==> src/rtl/uart_tx.sv <==
// uart_tx: buffered 8N1/8N2 UART transmitter.
// Bytes queue in a small FIFO and leave LSB-first after a start bit.
module uart_tx #(
  parameter int clocks_per_bit = 4,
  parameter int stop_bits      = 1,
  parameter int fifo_depth     = 4
) (
  input  logic                        clk,
  input  logic                        rst_n,
  input  logic [7:0]                  in_data,
  input  logic                        in_valid,
  output logic                        out_ready,
  output logic                        out_serial,
  output logic                        out_idle,
  output logic [$clog2(fifo_depth):0] out_count
);
  localparam int AW = $clog2(fifo_depth);
  localparam int CW =
    (clocks_per_bit > 2) ? $clog2(clocks_per_bit) : 1;
  localparam logic [CW-1:0] RELOAD =
    CW'(clocks_per_bit - 1);
  localparam logic [AW:0] FULL = (AW+1)'(fifo_depth);
  localparam logic LAST_STOP = (stop_bits == 2);

  typedef enum logic [1:0] {
    IDLE,
    START,
    DATA,
    STOP
  } state_t;

  state_t        state, state_n;
  logic [CW-1:0] cnt, cnt_n;
  logic [2:0]    idx, idx_n;
  logic [7:0]    shift, shift_n;
  logic          stop_cnt, stop_cnt_n;
  logic          serial_n;
  logic          idle_n;
  logic [AW:0]   count_n;
  logic [AW-1:0] wr_ptr, rd_ptr;
  logic [7:0]    mem [fifo_depth];
  logic          push, pop, has_data;

  assign out_ready = (out_count != FULL);
  assign push      = in_valid && out_ready;
  assign has_data  = (out_count != '0);

  always_comb begin
    state_n    = state;
    cnt_n      = cnt;
    idx_n      = idx;
    shift_n    = shift;
    stop_cnt_n = stop_cnt;
    serial_n   = out_serial;
    pop        = 1'b0;
    unique case (state)
      IDLE: begin
        serial_n = 1'b1;
        if (has_data) begin
          pop      = 1'b1;
          shift_n  = mem[rd_ptr];
          serial_n = 1'b0;
          cnt_n    = RELOAD;
          state_n  = START;
        end
      end
      START: begin
        if (cnt == '0) begin
          serial_n = shift[0];
          shift_n  = shift >> 1;
          idx_n    = 3'd7;
          cnt_n    = RELOAD;
          state_n  = DATA;
        end else begin
          cnt_n = cnt - CW'(1);
        end
      end
      DATA: begin
        if (cnt != '0) begin
          cnt_n = cnt - CW'(1);
        end else if (idx == 3'd0) begin
          serial_n   = 1'b1;
          stop_cnt_n = 1'b0;
          cnt_n      = RELOAD;
          state_n    = STOP;
        end else begin
          serial_n = shift[0];
          shift_n  = shift >> 1;
          idx_n    = idx - 3'd1;
          cnt_n    = RELOAD;
        end
      end
      STOP: begin
        if (cnt != '0) begin
          cnt_n = cnt - CW'(1);
        end else if (stop_cnt != LAST_STOP) begin
          stop_cnt_n = 1'b1;
          cnt_n      = RELOAD;
        end else if (has_data) begin
          // chain straight into the next start bit
          pop      = 1'b1;
          shift_n  = mem[rd_ptr];
          serial_n = 1'b0;
          cnt_n    = RELOAD;
          state_n  = START;
        end else begin
          state_n = IDLE;
        end
      end
      default: state_n = IDLE;
    endcase
    count_n = out_count + (AW+1)'(push)
            - (AW+1)'(pop);
    idle_n  = (state_n == IDLE) && (count_n == '0);
  end

  always_ff @(posedge clk or negedge rst_n) begin
    if (!rst_n) begin
      state      <= IDLE;
      cnt        <= '0;
      idx        <= '0;
      shift      <= '0;
      stop_cnt   <= 1'b0;
      out_serial <= 1'b1;
      out_idle   <= 1'b1;
      out_count  <= '0;
      wr_ptr     <= '0;
      rd_ptr     <= '0;
    end else begin
      state      <= state_n;
      cnt        <= cnt_n;
      idx        <= idx_n;
      shift      <= shift_n;
      stop_cnt   <= stop_cnt_n;
      out_serial <= serial_n;
      out_idle   <= idle_n;
      out_count  <= count_n;
      if (push) wr_ptr <= wr_ptr + AW'(1);
      if (pop)  rd_ptr <= rd_ptr + AW'(1);
    end
  end

  always_ff @(posedge clk) begin
    if (push) mem[wr_ptr] <= in_data;
  end

  always @(posedge clk) begin
    assert ((stop_bits == 1 || stop_bits == 2)
            && clocks_per_bit >= 2)
      else $error("uart_tx: bad stop_bits/clocks_per_bit");
  end

endmodule

==> config.mk <==
export PLATFORM = sky130hd
export DESIGN_NAME = uart_tx
export DESIGN_NICKNAME = d
export VERILOG_FILES = /design/src/rtl/uart_tx.sv
export SDC_FILE = /design/constraint.sdc
export NUM_CORES = 1
export LEC_CHECK = 0
export BUFFER_PORTS_ARGS = -buffer_cell sky130_fd_sc_hd__buf_2
export CAP_MARGIN = 20
export CORE_ASPECT_RATIO = 0.6
export CORE_MARGIN = 3
export CORE_UTILIZATION = 49
export CTS_CLUSTER_SIZE = 24
export DETAILED_ROUTE_END_ITERATION = 6
export GPL_ROUTABILITY_DRIVEN = 0
export PLACE_DENSITY = 0.67
export SLEW_MARGIN = 20
export SYNTH_ARGS = -nofsm -noshare
export SYNTH_HDL_FRONTEND = slang
export SYNTH_SLANG_ARGS = --single-unit
==> constraint.sdc <==
create_clock -name clk -period 8.8 [get_ports clk]
set_input_delay 0.88 -clock clk [delete_from_list [all_inputs] [get_ports clk]]
set_output_delay 0.88 -clock clk [all_outputs]
set_load 0.05 [all_outputs]
==> run metrics <==
net count after synthesis 230; top layer in use met4; setup TNS 0 ns; Final Hold Fails 0; Max Freq 323 MHz; WL/cell 15.9 um; HPWL Detailed 3160 um; row cnt 20; Final nets 244; largest net degree at the start of global routing 25; worst setup path class register to register; crit share post-route 35.2%; detailed-route wire length 4500 um; Resize count post-CTS 0; Crit path required time 9.02 ns; Yosys warnings 0; status finished, final reports clean; CTS buffer count 5; Endpoint, Worst Hold out_serial; Yosys top cell area share 35.9%; ys async rst share 42.9%; reg2reg path depth 12; initial antenna violation count 0; Port Buffers 16; hold crit path type register to register; max-slew violation count 0; H-tree depth 2; core area 0.00518 mm2; worst-path maximum fanout 14; CP Capture Type register; post-synthesis sequential area ratio 58.4%; routed wl met3 219 um; DR iter-0 viols 102; reg2reg start cnt[0]; Sink Count 56; post-synthesis area per instance 13.2 um2; R2R setup slack 5.70 ns; Post-synth top flop edfxtp_1; router iterations before antenna repair 4; fin crit period 3.10 ns; CTS tree done; flops & latches, synth 56; antenna-violating nets left 0; Placement Cell Area 0.00279 mm2; max cap viols 0; Crit Reg-Reg Endpoint out_idle; clock transition at the registers of the reported paths 0.09 ns; count leader, synth edfxtp_1; Distinct cells, synth 42; clk_lat worst skew 0.30 ns; Die Ht 63.3 um; Slew headroom 51.0%; cts-stage hold buffer count 0; critical path arrival 3.32 ns; first-pass GRT wire length 7670 um; worst hold start out_serial; vias per cell 5.40; layout cells sized above 1 23.9%; cell count after synthesis 203; Fill cells 435; Die Area 0.00642 mm2; Initial Utilization 51.7%; GRT Residual Overflow 0; die width 101 um; IR drop worst, VDD 0.277 mV; met2 wire length 1780 um; Post-synth top cells edfxtp_1 (32), dfrtp_1 (22), mux2_2 (17); # DRC 0; wl on met1 2450 um; EDFF count, synth 32; RSZ-0062 raised after global routing false; # diodes 0; Final Skew 0.00312 ns; Worst Hold Depth 2; DR vias 1535; setup violators final 0; buffer count from post-CTS setup fixing 0; synthesized area 0.00268 mm2; CTS max path bufs 2; Tot GR Track Use 15.7%; Synth area leader edfxtp_1; PwrDens 374 mW/mm2; startpoint types register; # IOs 17; vias in the first global route 1483; Layout Area Growth over Synthesis 9.11%; static leakage 1.17 nW; clk root buf clkbuf_8; post-route cell area 0.00292 mm2; Least-Margin Pin Slew 0.736 ns; ranking of synthesized cells by area edfxtp_1 (36%), dfrtp_1 (21%), mux2_2 (7.1%)
metrics by stage:
stage                     hold slack [ns]  instances  power [mW]  utilization, %  setup WS [ns]
after detailed placement            0.466        276       0.908            53.9           5.73
after global placement              0.461        276       0.900            53.9           5.85
after floorplan                     0.448        203       0.815               -           5.75
after CTS                           0.488        284        1.10            56.4           5.69
after global routing                0.512        284        1.18            56.4           5.39
final                               0.487        284        1.09            56.4           5.70
worst max path at each step:
stage,start,to,slack [ns],cells after the start
2_1_floorplan,out_count[1],out_idle,5.75,12
3_3_place_gp,cnt[0],out_idle,5.85,12
3_5_place_dp,cnt[0],out_idle,5.73,12
4_1_cts,cnt[0],out_idle,5.69,12
5_1_grt,cnt[0],out_idle,5.39,12
6_report,cnt[0],out_idle,5.70,12
layout by cell type (no fill, tap or decap), types with 2 or more instances in the layout:
cell type  instances
a21oi_1            9
and3_1             4
buf_2             16
bufinv_16          2
clkbuf_8           5
dfrtp_1           22
dfstp_2            2
edfxtp_1          32
ha_1              15
inv_1             15
mux2_2            17
nand2_1           14
nand2b_1           5
nor2_1             5
nor2b_1            9
nor3_1             2
o21ai_0            3
o22ai_1            8
o31ai_1            7
xnor2_1            4
power by group:
part	total, mW	internal [mW]	switching, mW
Combinational	0.474	0.198	0.276
Sequential	0.424	0.365	0.0597
Clock	0.194	0.114	0.0803
worst max-delay path, stage by stage, from the launching register on:
cell	delay (ns)
dfrtp_1	0.43
inv_1	0.07
ha_1	0.51
a21oi_1	0.14
nor3_1	0.38
ha_1	0.32
inv_1	0.05
ha_1	0.13
inv_1	0.05
fa_1	0.38
xnor2_1	0.15
xnor2_1	0.16
nor4_2	0.27
cell families (layout without fill, tap and decap cells):
logic type                 after synthesis  after routing  synth area share, %
muxes                                   18             18                 7.99
AOI/OAI and AO/OA                       37             37                 10.7
buffers and inverters                   24             39                 4.02
DFF                                     56             56                 58.4
adders and majority gates               16             16                 7.75
xor gates and xnor gates                 5              5                 1.63
and+or+nand+nor                         47             47                 9.48
routing by layer:
layer / global-route usage, % / vias up
li1: - / 752
met1: 25.3 / 741
met2: 20.4 / 36
met3: 3.65 / 6
met4: 4.98 / 0
met5: 0 / -
area by class of cell:
cell class / count / area (um2) / area share, %
flip-flops and latches: 56 / 1560 / 53.5
multi-input cells: 123 / 1010 / 34.5
well taps: 66 / 82.6 / 2.83
repair buffers: 16 / 80.1 / 2.74
clock buffers: 6 / 72.6 / 2.48
clock inverters: 2 / 60.1 / 2.05
inverters: 15 / 56.3 / 1.93
registers in the layout (all words and copies together) (netlist names):
| name | flops |
|---|---|
| cnt | 2 |
| wr_ptr | 2 |
| idx | 3 |
| mem | 32 |
| out_count | 3 |
| state | 2 |
| rd_ptr | 2 |
| shift | 8 |
| out_serial | 1 |
| out_idle | 1 |
(Power assumes the default switching activity.)
